`src/rtl/radar_pulse_sched.sv`:
```
// Round-robin pulse/PRI scheduler driving judge/wave_sel/f_word to the DDS generator bank.
// Optional build macro SCHED_FRAME_LIMIT_EN adds frame_limit: auto-stop after N frames.
module radar_pulse_sched #(
    parameter int NSLOT = 4,
    parameter int CNT_W = 24
) (
    input  logic                       clk,
    input  logic                       rst,
    input  logic                       cfg_we,
    input  logic [$clog2(NSLOT)+1:0]   cfg_addr,
    input  logic [31:0]                cfg_wdata,
    input  logic                       start,
    input  logic                       stop,
`ifdef SCHED_FRAME_LIMIT_EN
    input  logic [15:0]                frame_limit,
`endif
    output logic                       busy,
    output logic                       judge,
    output logic [5:0]                 wave_sel,
    output logic [31:0]                f_word,
    output logic                       pulse_start,
    output logic                       pulse_active,
    output logic [$clog2(NSLOT)-1:0]   slot_idx,
    output logic                       frame_done
);
    localparam int SW = $clog2(NSLOT);

    typedef enum logic [1:0] {S_IDLE, S_LOAD, S_PULSE, S_GAP} state_t;

    state_t            state_q;
    logic [NSLOT-1:0]  en_q;
    logic [5:0]        ws_q  [NSLOT];
    logic [31:0]       fw_q  [NSLOT];
    logic [CNT_W-1:0]  pw_q  [NSLOT];
    logic [CNT_W-1:0]  pri_q [NSLOT];

    logic [CNT_W-1:0]  cur_pw_q, cur_pri_q, cnt_q;
    logic [SW-1:0]     ptr_q, slot_idx_q;
    logic              stop_pend_q;
    logic              busy_q, judge_q, pulse_start_q, pulse_active_q, frame_done_q;
    logic [5:0]        wave_sel_q;
    logic [31:0]       f_word_q;

    logic [SW-1:0]     cfg_slot;
    logic [SW-1:0]     scan_slot;
    logic              scan_found, last_en, limit_hit;
    logic [CNT_W:0]    cnt_inc;
    logic              pulse_last, gap_last;

    assign cfg_slot   = cfg_addr[SW+1:2];
    assign cnt_inc    = {1'b0, cnt_q} + (CNT_W+1)'(1);
    assign pulse_last = cnt_inc >= {1'b0, cur_pw_q};
    assign gap_last   = cnt_inc >= {1'b0, cur_pri_q};

    // NOTE: every variable in an always_comb gets a default first, so no path leaves it unassigned and no latch is inferred.
    always_comb begin
        scan_found = 1'b0;
        scan_slot  = ptr_q;
        for (int k = NSLOT - 1; k >= 0; k--) begin
            if (en_q[ptr_q + SW'(k)]) begin
                scan_found = 1'b1;
                scan_slot  = ptr_q + SW'(k);
            end
        end
    end

    // The playing slot closes a frame when no enabled slot sits above it.
    always_comb begin
        last_en = 1'b1;
        for (int s = 0; s < NSLOT; s++) begin
            if (en_q[s] && (SW'(s) > slot_idx_q)) last_en = 1'b0;
        end
    end

`ifdef SCHED_FRAME_LIMIT_EN
    logic [15:0] frame_cnt_q;
    assign limit_hit = last_en && (frame_limit != 16'd0) && (frame_cnt_q + 16'd1 == frame_limit);
`else
    assign limit_hit = 1'b0;
`endif

    // NOTE: sequential state uses non-blocking (<=) so every register samples pre-edge values; a same-cycle
    // config write and LOAD of one slot therefore sees the old descriptor.
    always_ff @(posedge clk or posedge rst) begin
        if (rst) begin
            state_q        <= S_IDLE;
            // NOTE: descriptor storage is reset on purpose: after rst every slot must read as disabled.
            en_q           <= '0;
            for (int s = 0; s < NSLOT; s++) begin
                ws_q[s]  <= '0;
                fw_q[s]  <= '0;
                pw_q[s]  <= '0;
                pri_q[s] <= '0;
            end
            cur_pw_q       <= '0;
            cur_pri_q      <= '0;
            cnt_q          <= '0;
            ptr_q          <= '0;
            slot_idx_q     <= '0;
            stop_pend_q    <= 1'b0;
            busy_q         <= 1'b0;
            judge_q        <= 1'b1;
            pulse_start_q  <= 1'b0;
            pulse_active_q <= 1'b0;
            frame_done_q   <= 1'b0;
            wave_sel_q     <= '0;
            f_word_q       <= '0;
`ifdef SCHED_FRAME_LIMIT_EN
            frame_cnt_q    <= '0;
`endif
        end else begin
            pulse_start_q <= 1'b0;
            frame_done_q  <= 1'b0;

            if (cfg_we) begin
                case (cfg_addr[1:0])
                    2'd0: begin
                        en_q[cfg_slot] <= cfg_wdata[31];
                        ws_q[cfg_slot] <= cfg_wdata[5:0];
                    end
                    2'd1:    fw_q[cfg_slot]  <= cfg_wdata;
                    2'd2:    pw_q[cfg_slot]  <= cfg_wdata[CNT_W-1:0];
                    default: pri_q[cfg_slot] <= cfg_wdata[CNT_W-1:0];
                endcase
            end

            if (state_q != S_IDLE && stop) stop_pend_q <= 1'b1;

            case (state_q)
                S_IDLE: begin
                    if (start && !stop) begin
                        state_q     <= S_LOAD;
                        ptr_q       <= '0;
                        busy_q      <= 1'b1;
                        stop_pend_q <= 1'b0;
`ifdef SCHED_FRAME_LIMIT_EN
                        frame_cnt_q <= '0;
`endif
                    end
                end
                S_LOAD: begin
                    if (scan_found) begin
                        state_q        <= S_PULSE;
                        slot_idx_q     <= scan_slot;
                        cur_pw_q       <= pw_q[scan_slot];
                        cur_pri_q      <= pri_q[scan_slot];
                        cnt_q          <= '0;
                        judge_q        <= 1'b0;
                        wave_sel_q     <= ws_q[scan_slot];
                        f_word_q       <= fw_q[scan_slot];
                        pulse_start_q  <= 1'b1;
                        pulse_active_q <= 1'b1;
                    end else begin
                        state_q     <= S_IDLE;
                        busy_q      <= 1'b0;
                        stop_pend_q <= 1'b0;
                    end
                end
                S_PULSE: begin
                    cnt_q <= cnt_inc[CNT_W-1:0];
                    if (pulse_last) begin
                        state_q        <= S_GAP;
                        judge_q        <= 1'b1;
                        wave_sel_q     <= '0;
                        pulse_active_q <= 1'b0;
                    end
                end
                default: begin
                    cnt_q <= cnt_inc[CNT_W-1:0];
                    if (gap_last) begin
                        frame_done_q <= last_en;
`ifdef SCHED_FRAME_LIMIT_EN
                        if (last_en) frame_cnt_q <= frame_cnt_q + 16'd1;
`endif
                        if (stop_pend_q || stop || limit_hit) begin
                            state_q     <= S_IDLE;
                            busy_q      <= 1'b0;
                            stop_pend_q <= 1'b0;
                        end else begin
                            state_q <= S_LOAD;
                            ptr_q   <= slot_idx_q + SW'(1);
                        end
                    end
                end
            endcase
        end
    end

    assign busy         = busy_q;
    assign judge        = judge_q;
    assign wave_sel     = wave_sel_q;
    assign f_word       = f_word_q;
    assign pulse_start  = pulse_start_q;
    assign pulse_active = pulse_active_q;
    assign slot_idx     = slot_idx_q;
    assign frame_done   = frame_done_q;
endmodule
```
`config.mk`:
```
export PLATFORM = sky130hd
export DESIGN_NAME = radar_pulse_sched
export DESIGN_NICKNAME = d
export VERILOG_FILES = /design/src/rtl/radar_pulse_sched.sv
export SDC_FILE = /design/constraint.sdc
export NUM_CORES = 1
export LEC_CHECK = 0
export CAP_MARGIN = 30
export CELL_PAD_IN_SITES_DETAIL_PLACEMENT = 1
export CELL_PAD_IN_SITES_GLOBAL_PLACEMENT = 2
export CORE_MARGIN = 2
export CORE_UTILIZATION = 46
export DETAILED_ROUTE_END_ITERATION = 16
export DONT_BUFFER_PORTS = 1
export HOLD_SLACK_MARGIN = 0.02
export PLACE_DENSITY = 0.93
export SYNTH_ARGS = -nofsm -noshare
export SYNTH_HDL_FRONTEND = slang
export SYNTH_SLANG_ARGS = --single-unit
```
`constraint.sdc`:
```
create_clock -name clk -period 39.6 [get_ports clk]
set_input_delay 5.94 -clock clk [delete_from_list [all_inputs] [get_ports clk]]
set_output_delay 5.94 -clock clk [all_outputs]
set_load 0.02 [all_outputs]
```
==> Word level (Yosys, flattened, before mapping) <==
Index checks and enable logic that the tools add are counted.
{ "classes": {"add_sub_neg": 5, "mul": 0, "n_div": 0, "n_lt_le_gt_ge": 15, "n_eq_ne": 9, "n_shift": 0, "mux": 81, "bitwise": 6, "reduce_logical": 31} }
{ "op_table": {"columns": ["operator", "count"], "rows": [
  ["$bwmux W96", 2],
  ["$mux W24", 6],
  ["$bwmux W128", 1],
  ["$bmux W24 S2", 2],
  ["$mux W32", 3],
  ["$bmux W32 S2", 1],
  ["$demux W32 S2", 1],
  ["$ge A25 B24 Y1", 2],
  ["$demux W24 S2", 1],
  ["$pmux W24 S2", 1],
  ["$mux W1", 31],
  ["$mux W6", 5],
  ["$add A24 B1 Y25 const B", 1],
  ["$bwmux W24", 1],
  ["$mux W2", 11],
  ["$lt A2 B3 Y1 const B", 5],
  ["$bmux W6 S2", 1],
  ["$demux W6 S2", 1],
  ["$pmux W6 S2", 1],
  ["$reduce_and A2 Y1", 6],
  ["$bmux W1 S2", 4],
  ["$logic_and A1 B1 Y1", 8],
  ["$ne A2 B2 Y1 const B", 4],
  ["$ge A3 B3 Y1 const B", 2],
  ["28 further kinds", 46]
]} }
{ "word_totals": {"reg_bits": 470, "latch_bits": 0, "ramBits": 0, "romBits": 0, "in_bits": 41, "output_inout_bits": 45, "wordCells": 178, "mem_count": 0} }

==> Longest topological paths before layout <==
Gate-level depths: netlist (run 1).
{ "depth": {"ltp_word": 13, "ltp_mapped": 15, "depth_no_buf": 14} }

==> Worst setup path after synthesis (run 1) <==
No wires, ideal clock.
{ "synth_timing": {"path_type": "input to register", "from": "in cfg_addr[1]", "to": "reg fw_q[100] (netlist name)", "setup_time_ps": 125, "t_arrival_ps": 7304, "required_ps": 39475, "path_slack_ps": 32171, "stages": 6, "n_path_buf": 3, "cell_sequence": "clkbuf_1 > nand2b_1 > nand2b_1 > clkbuf_1 > buf_1 > mux2_2"} }
{ "synth_via": {"elab_chain_len": 2} }
{ "synth_lines": {"columns": ["item", "line", "text"], "rows": [
  ["from (decl)", "10", "input logic [$clog2(NSLOT)+1:0] cfg_addr,"],
  ["$eq A2 B1 Y1", "116", "case (cfg_addr[1:0])"],
  ["$reduce_and A2 Y1 (no source line)", null, null],
  ["to (signal, indexed assignment)", "121", "2'd1: fw_q[cfg_slot] <= cfg_wdata;"],
  ["to (decl)", "33", "logic [31:0] fw_q [NSLOT];"]
]} }
No other way between the ends.
A chain may end at the register's enable or synchronous reset.

==> Worst setup path after layout (run 1) <==
{ "layout_timing": {"from": "in cfg_addr[2]", "to": "reg fw_q[116] (netlist name)"} }
{ "layout_via": {"elab_chain_len": 6, "word_cells_on_any_way": 7, "cone_classes": "order compare (2); mux (3); bitwise (1); reduce/logical (1)"} }
{ "layout_lines": {"columns": ["item", "line"], "rows": [
  ["$not A2 Y3 (implied by the code) (*)", "121"],
  ["$ge A3 B3 Y1 (implied by the code) / $lt A3 B1 Y1 (equally long branches)", "121"],
  ["$logic_and A1 B1 Y1 (implied by the code)", "121"],
  ["$mux W32 (implied by the code)", "121"],
  ["$demux W32 S2 (*)", "121"],
  ["$bwmux W128 (*)", "121"]
]} }
Every way passes the cells marked *; elsewhere a longest branch is shown, timed or not.

==> results of run 1 <==
## routing by layer
metal | up-vias | part of all wire | GRT usage
met3 | 83 | 0.036 | 0.0404
met5 | - | 0 | 0
li1 | 6948 | - | -
met4 | 0 | 0.023 | 0.0686
met2 | 215 | 0.50 | 0.412
met1 | 7995 | 0.44 | 0.300
## path summary, 6_finish.rpt
kind	from	to	slack, ns	depth (start not counted)
min in group asynchronous	rst	fw_q[5]	5.34	1
worst min-delay path	cur_pri_q[2]	cur_pri_q[2]	0.48	2
max in group asynchronous	rst	cnt_q[17]	32.75	2
worst min register to register	cur_pri_q[2]	cur_pri_q[2]	0.48	2
worst max-delay path	cfg_addr[2]	fw_q[116]	32.47	3
worst max register to register	cnt_q[0]	ptr_q[0]	35.25	13
## cell type report
type / count / area, um^2
fill: 5042 / 23200
sequential: 470 / 11800
multi-input combinational: 1415 / 9630
clock buffer: 75 / 1500
tap: 615 / 769
timing repair buffer: 24 / 293
inverter: 59 / 229
clock inverter: 15 / 155
antenna: 1 / 2.50
## power by group
part | switching, mW | total [mW] | internal (mW)
Sequential | 0.109 | 0.721 | 0.612
Combinational | 0.376 | 0.604 | 0.228
Clock | 0.196 | 0.471 | 0.275
Total | 0.681 | 1.80 | 1.12
## worst max-delay path: cells and delay by family
family           cells  cell delay [ns]
and+or+nand+nor      2             1.10
muxes                1             0.52
## stage by stage
step / hold slack (ns) / power, mW / std cells / setup WS, ns / area (um^2)
finish: 0.481 / 1.80 / 2674 / 32.47 / 24300
global route: 0.501 / 1.92 / 2673 / 32.30 / 24300
CTS: 0.489 / 1.81 / 2670 / 32.45 / 24300
detailed placement: 0.476 / 1.32 / 2580 / 31.82 / 22600
global placement: 0.465 / 1.27 / 2577 / 31.89 / 22500
floorplan: 0.450 / 1.14 / 2083 / 20.55 / 22100
## registers in the layout (all words and copies together) (netlist names), 4 cells and up
name       cells
f_word        32
ws_q          24
cnt_q         24
pw_q          96
fw_q         128
cur_pw_q      24
wave_sel       6
cur_pri_q     24
pri_q         96
en_q           4
## logic make-up after synthesis
kind of cell | count (synthesis) | share of synthesized area
DFF | 470 | 0.532
adders and majority gates | 57 | 0.0323
and+or+nand+nor | 711 | 0.136
AOI/OAI and AO/OA | 260 | 0.0659
muxes | 365 | 0.189
xor gates and xnor gates | 22 | 0.00872
buffers and inverters | 198 | 0.0360
## cells in the final DEF, fill, tap and decap left out, types with 13 or more instances in the layout
| cell type | count |
|---|---|
| sky130_fd_sc_hd__clkbuf_8 | 13 |
| sky130_fd_sc_hd__o21ai_0 | 143 |
| sky130_fd_sc_hd__nand3_1 | 98 |
| sky130_fd_sc_hd__nand2_1 | 277 |
| sky130_fd_sc_hd__inv_1 | 58 |
| sky130_fd_sc_hd__dfrtp_1 | 469 |
| sky130_fd_sc_hd__buf_4 | 18 |
| sky130_fd_sc_hd__a21oi_1 | 24 |
| sky130_fd_sc_hd__o21ai_1 | 44 |
| sky130_fd_sc_hd__and3_1 | 13 |
| sky130_fd_sc_hd__clkbuf_16 | 51 |
| sky130_fd_sc_hd__ha_1 | 57 |
| sky130_fd_sc_hd__mux2_2 | 355 |
| sky130_fd_sc_hd__nor2_1 | 257 |
| sky130_fd_sc_hd__a22o_1 | 16 |
==> summary.md, run 1 <==
IR analysis of the VDD net gives a maximum drop of 0.0496 mV. Buffers inserted to repair hold after CTS numbered 0. The count of buffers inserted at the top-level ports came out at 0. The final worst-path cycle share was 0.180. Category of the most critical setup path: primary input to flip-flop. Summed over all layers, the global routing overflow is 0. Entering global routing, the biggest net connects 122 pins. On the critical path, the stage with the largest delay is an instance of sky130_fd_sc_hd__nand2b_2.

For the via count of the routed design, the log shows 15,200. The end-of-flow core utilization is 0.512, and the initial core utilization is 0.465. The detailed-route wire length was 57,000 um; the post-cts gate resize count was 0. The logs give 93,200 um for the global-route wire length before repair and 0 for the remaining routing DRC violations. The die outline height is 223 um.

Across the run, the number of max-cap violations was 0. STA classifies the critical path endpoint as a flip-flop. The run gives 0 as the total count of max-transition violations in the final report.

Setup violations remaining at the end of the flow were counted as 0. The number of vias per cell after detailed routing was 5.70; the sequential element share of the synthesized area was 0.532. The most used flip-flop cell after synthesis is sky130_fd_sc_hd__dfrtp_1. The run gives 22,100 um^2 as the cell area after synthesis. The logs give 0.59 ns for the clock network latency to the later pin of the worst-skew pair and 2,083 for the cell count after synthesis. After clock tree synthesis, the setup repair step added 0 buffers. The global-route total usage across every layer is 0.235, and the number of buffers inserted during clock tree synthesis is 51.

The clock skew came out at 0.0101 ns. Summed over all cells, the static leakage comes to 11.1 nW. Once detail routing completed, the nets flagged for antenna violations numbered 0. The share of synthesized flip-flops with an asynchronous set or reset is 1.00, and the number of hold-slack violations in the final timing report is 0.

sky130_fd_sc_hd__dfrtp_1 is the most common cell in the netlist. The floorplan step defined a core boundary enclosing 47,500 um^2. At the end of routability-driven placement, the weighted congestion stood at 0.775. The count of flip-flops with a built-in enable after synthesis came out at 0. By area the synthesized netlist is led by sky130_fd_sc_hd__dfrtp_1 (53%), sky130_fd_sc_hd__mux2_2 (18%), sky130_fd_sc_hd__nand2_1 (4.7%). The number of nets in the synthesized netlist is 2,181. STA classifies the critical path startpoint as a primary input. After clock tree synthesis, the clock-pin slew on the worst setup and hold paths is 0.06 ns. The final layout contains 2,119 nets. The standard-cell row count came out at 80. The overall die width came out at 223 um. The signal on the critical path passes through nor3b_1, nand2b_2, mux2_2. The via count of the first global-routing pass was 16,900; the flip-flop and latch count after synthesis was 470. The synthesized area divided by synthesized cell count came out at 10.6 um^2. The maximum clock path buffer count is 3, and the number of DRC markers in iteration 0 is 732.

TritonCTS built the clock tree. The HPWL reported at the end of detailed placement was 35,600 um. In this run the power density over the cells is 73.8 nW/um^2. In this run the worst hold path is classified as flip-flop to flip-flop.

For the Yosys warning count, the log shows 0. The run gives 86 as the number of I/O pins. The die covers 49,800 um^2. The largest single stage delay on the critical path is 0.64 ns. The count of different cell masters after synthesis is 57, and the time the worst path needs with I/O delays and setup is 7.13 ns. Total number of H-tree levels: 2.

In this run the worst path has a maximum fanout of 32. The data arrival time of the critical path is 7.59 ns. Setup repair after global routing left no endpoint under its margin. The root buffer cell chosen for the clock tree is sky130_fd_sc_hd__clkbuf_16. Library cell occupying the most area in the post-synthesis netlist: sky130_fd_sc_hd__dfrtp_1.

The tools report the number of antenna violations at the first check in global routing as 1. After routing, the total negative slack on setup checks comes to 0 ns. The routed wire length per instance was 21.3 um. The run finished with clean final reports. For the pin with the worst max-slew slack, the measured transition is 1.03 ns. The number of clock sinks seen by CTS was 470. The data required time of the critical path is 40.06 ns. Derived from the worst setup path, the maximum achievable clock frequency is 140 MHz.

The run gives 5 as the first-pass detailed-route iteration total. The commonest cells after synthesis are sky130_fd_sc_hd__dfrtp_1 (469), sky130_fd_sc_hd__mux2_2 (355), sky130_fd_sc_hd__nand2_1 (277), sky130_fd_sc_hd__nor2_1 (266), sky130_fd_sc_hd__o21ai_0 (143). Relative to the synthesized area, the layout overhead comes to 10.2%.

The max-slew headroom at the worst pin was 0.313; the share of the synthesized area in the top cell type was 0.531. The share of post-route cells with drive strength above 1 works out to 0.238.
(Power assumes the default switching activity.)
==> run 2: changes to the inputs <==
--- a/config.mk
+++ b/config.mk
@@ -9,11 +9,11 @@
 export CELL_PAD_IN_SITES_DETAIL_PLACEMENT = 1
 export CELL_PAD_IN_SITES_GLOBAL_PLACEMENT = 2
 export CORE_MARGIN = 2
-export CORE_UTILIZATION = 46
+export CORE_UTILIZATION = 39
 export DETAILED_ROUTE_END_ITERATION = 16
 export DONT_BUFFER_PORTS = 1
 export HOLD_SLACK_MARGIN = 0.02
-export PLACE_DENSITY = 0.93
+export PLACE_DENSITY = 0.85
 export SYNTH_ARGS = -nofsm -noshare
 export SYNTH_HDL_FRONTEND = slang
 export SYNTH_SLANG_ARGS = --single-unit
==> constraint.sdc (replaced) <==
create_clock -name clk -period 6.05 [get_ports clk]
set_input_delay 0.9075 -clock clk [delete_from_list [all_inputs] [get_ports clk]]
set_output_delay 0.9075 -clock clk [all_outputs]
set_load 0.02 [all_outputs]
==> summary.md, run 2 (synthesized netlist as in run 1, its figures left out) <==
The flow ran to the end, and the final reports show no timing, DRC or antenna violations. The flip-flop count of the largest register after layout is 128 (unchanged). Worst setup margin: 1.85 ns (-30.62 ns). The maximum fanout count along the critical path was 7 (-78%); the power density over cell area was 473 nW/um^2 (+540%). Most common cell after layout, fill and taps aside: sky130_fd_sc_hd__dfrtp_1. The top cell types in the final layout, fill and taps aside, are sky130_fd_sc_hd__dfrtp_1 (469), sky130_fd_sc_hd__mux2_2 (355), sky130_fd_sc_hd__nand2_1 (277). For the area after detailed placement, the log shows 22,800 um^2 (+0.94%).

For the total count of max-transition violations in the final report, the log shows 0 (unchanged). The tools report the post-cts gate resize count as 0 (unchanged). The first-pass detailed-route iteration total came out at 5 (unchanged).

The area enclosed by the die boundary was 58,600 um^2 (+18%). The area added between synthesis and finish is 10.7%. Setup repair after global routing left no endpoint under its margin.

The global-route wire length before repair was 91,800 um (-1.4%). The tools report the final RePlAce weighted congestion as 0.889 (+15%). The standard-cell row count is 87 (+8.8%), and the data required time of the critical path is 6.50 ns (-33.56 ns).

The number of DRC markers in iteration 0 was 775 (+5.9%); the actual transition at the worst max-transition pin was 0.999 ns (-0.0310 ns). For the area inside the core boundary, the log shows 56,200 um^2 (+18%). The tools report the total non-filler cell area in the finished layout as 24,500 um^2 (+0.47%). The die outline height is 242 um (+8.4%), and the met3 routed wirelength is 1930 um (-6.8%). The tools report the routed length on met1 as 25,500 um (+2.7%). The logs give 6,158 (+22%) for the total of fill cells in the finished design and 9630 um^2 (about the same) for the area used by multi-input combinational logic.

More flip-flops sit in one register than any other, and that register is fw_q. The worst setup path is of the flip-flop to flip-flop kind. The clock skew was 0.0131 ns (+0.00297 ns); the number of buffers inserted during clock tree synthesis was 49 (-3.9%). The met2 routed wirelength came out at 27,600 um (-4.0%). Number of antenna violations at the first check in global routing: 0 (-1). The clock network latency to the later pin of the worst-skew pair is 0.59 ns (about the same).

Summed negative setup slack over all endpoints: 0 ns (unchanged). The number of cells in the design after placement was 2,718 (+5.3%). The worst IR drop on VDD was 0.378 mV (+660%).

The number of hold-slack violations in the final timing report was 0 (unchanged); the number of I/O pins was 86 (unchanged). Number of nets in the final layout: 2,113 (-0.28%). The highest layer touched by signal routing is met4.

The tools report the number of clock sinks seen by CTS as 470 (unchanged). The time the worst path needs with I/O delays and setup works out to 4.20 ns. The remaining routing DRC violations was 0 (unchanged); the setup fix buffers added after clock tree synthesis was 0 (unchanged). The overall die width was 242 um (+8.4%).

The largest registers in the layout are fw_q (128), pri_q (96), pw_q (96). For the area of all sequential standard cells, the log shows 11,800 um^2 (unchanged). The data arrival time of the critical path was 4.65 ns (-2.94 ns); the worst slack at placement was 1.90 ns (-29.92 ns). The register clock-pin slew on the reported worst setup and hold paths is 0.06 ns (about the same). For the number of nets still failing antenna checks after routing, the log shows 0 (unchanged). The tools report the element type at the critical path end as a flip-flop. The maximum clock path buffer count was 3 (unchanged); the via count of the first global-routing pass was 16,500 (-2.4%). The HPWL reported at the end of detailed placement was 35,400 um (-0.43%).

The worst hold path class was primary input to asynchronous set/reset pin. The logs give 2,806 (+4.9%) for the final instance count without filler cells and 0.332 (+0.0191) for the max-slew headroom at the worst pin. The share of post-route cells with drive strength above 1 came out at 0.233 (-0.00530). The clock tree root buffer cell was sky130_fd_sc_hd__clkbuf_16.

The leakage power summed over all cells is 11.0 nW (-0.48%), and the overall power of the completed layout is 11.6 mW (+540%). TritonCTS built the clock tree. The tools report the nature of the critical path startpoint as a flip-flop. The slack of the worst reg-to-reg path is 1.85 ns (-33.40 ns), and the initial core utilization is 0.393 (-0.0713). The global-route total usage across every layer is 0.194 (-0.0418), and the number of buffers inserted by hold repair at cts is 0 (unchanged).

The aggregate global routing overflow is 0 (unchanged), and the via count of the routed design is 15,000 (-1.3%). Detailed-route wire length: 56,000 um (-1.7%). The maximum number of pins on one net before global-route repair was 168 (+38%); the final worst-path cycle share was 0.695.

The count of buffers inserted at the top-level ports was 0 (unchanged); the total number of H-tree levels was 2 (unchanged). For this run, the top clock speed supported by timing is 238 MHz. The routed wire length per instance came out at 20.0 um (-6.3%). For the number of max-capacitance violations reported, the log shows 0 (unchanged).

The number of vias per cell after detailed routing was 5.36 (-5.9%); the number of setup violations in the final report was 0 (unchanged).
[run 2: changes by cell type in the layout (fill, tap and decap cells not counted), moves of 4 or more]
cell	change
sky130_fd_sc_hd__buf_12	+9
sky130_fd_sc_hd__buf_16	-4
sky130_fd_sc_hd__buf_4	-9
sky130_fd_sc_hd__clkbuf_1	+5
sky130_fd_sc_hd__clkbuf_8	-7
sky130_fd_sc_hd__inv_6	-4
[run 2: final timing paths]
kind | start | end | cells past startpoint
max | cnt_q[0] | ptr_q[0] | 13
min | rst | f_word[22] | 1
max reg2reg | cnt_q[0] | ptr_q[0] | 13
min reg2reg | cur_pw_q[9] | cur_pw_q[9] | 2
max in group asynchronous | rst | ws_q[23] | 2
min in group clk | cfg_wdata[9] | fw_q[41] | 1
[run 2: area by class of cell]
class                           count  share of cell area
Timing Repair Buffer               20              0.0121
Sequential cell                   470               0.481
Antenna cell                        1            0.000102
Clock inverter                     13             0.00798
Inverter                           59             0.00921
Multi-Input combinational cell   1415               0.394
Clock buffer                       72              0.0570
Tap cell                          756              0.0387
[run 2: per-stage QoR]
step           utilization  hold slack (ns)
2_1_floorplan            -            0.450
3_3_place_gp         0.405            0.470
3_5_place_dp         0.406            0.478
4_1_cts              0.434            0.351
5_1_grt              0.435            0.374
6_report             0.435            0.346
[run 2: metal layers]
| metal | up-vias | track usage |
|---|---|---|
| met5 | - | 0 |
| met4 | 0 | 0.0467 |
| met3 | 76 | 0.0300 |
| met2 | 202 | 0.333 |
| met1 | 7835 | 0.256 |
| li1 | 6934 | - |
[run 2: critical path, stage by stage (launching register included)]
cell,delay (ns)
sky130_fd_sc_hd__dfrtp_1,0.45
sky130_fd_sc_hd__ha_1,0.25
sky130_fd_sc_hd__nand2_1,0.12
sky130_fd_sc_hd__nor4_1,0.67
sky130_fd_sc_hd__nand2_1,0.23
sky130_fd_sc_hd__nor2_1,0.26
sky130_fd_sc_hd__xor2_1,0.14
sky130_fd_sc_hd__ha_1,0.34
sky130_fd_sc_hd__nand4_1,0.14
sky130_fd_sc_hd__or4_1,0.57
sky130_fd_sc_hd__a21oi_2,0.17
sky130_fd_sc_hd__nor2_2,0.08
sky130_fd_sc_hd__or4_4,0.51
sky130_fd_sc_hd__mux2i_1,0.14
[run 2: report_power, final]
part / switching, mW / internal (mW)
Sequential: 0.693 / 4.01
Combinational: 2.40 / 1.47
Clock: 1.24 / 1.77
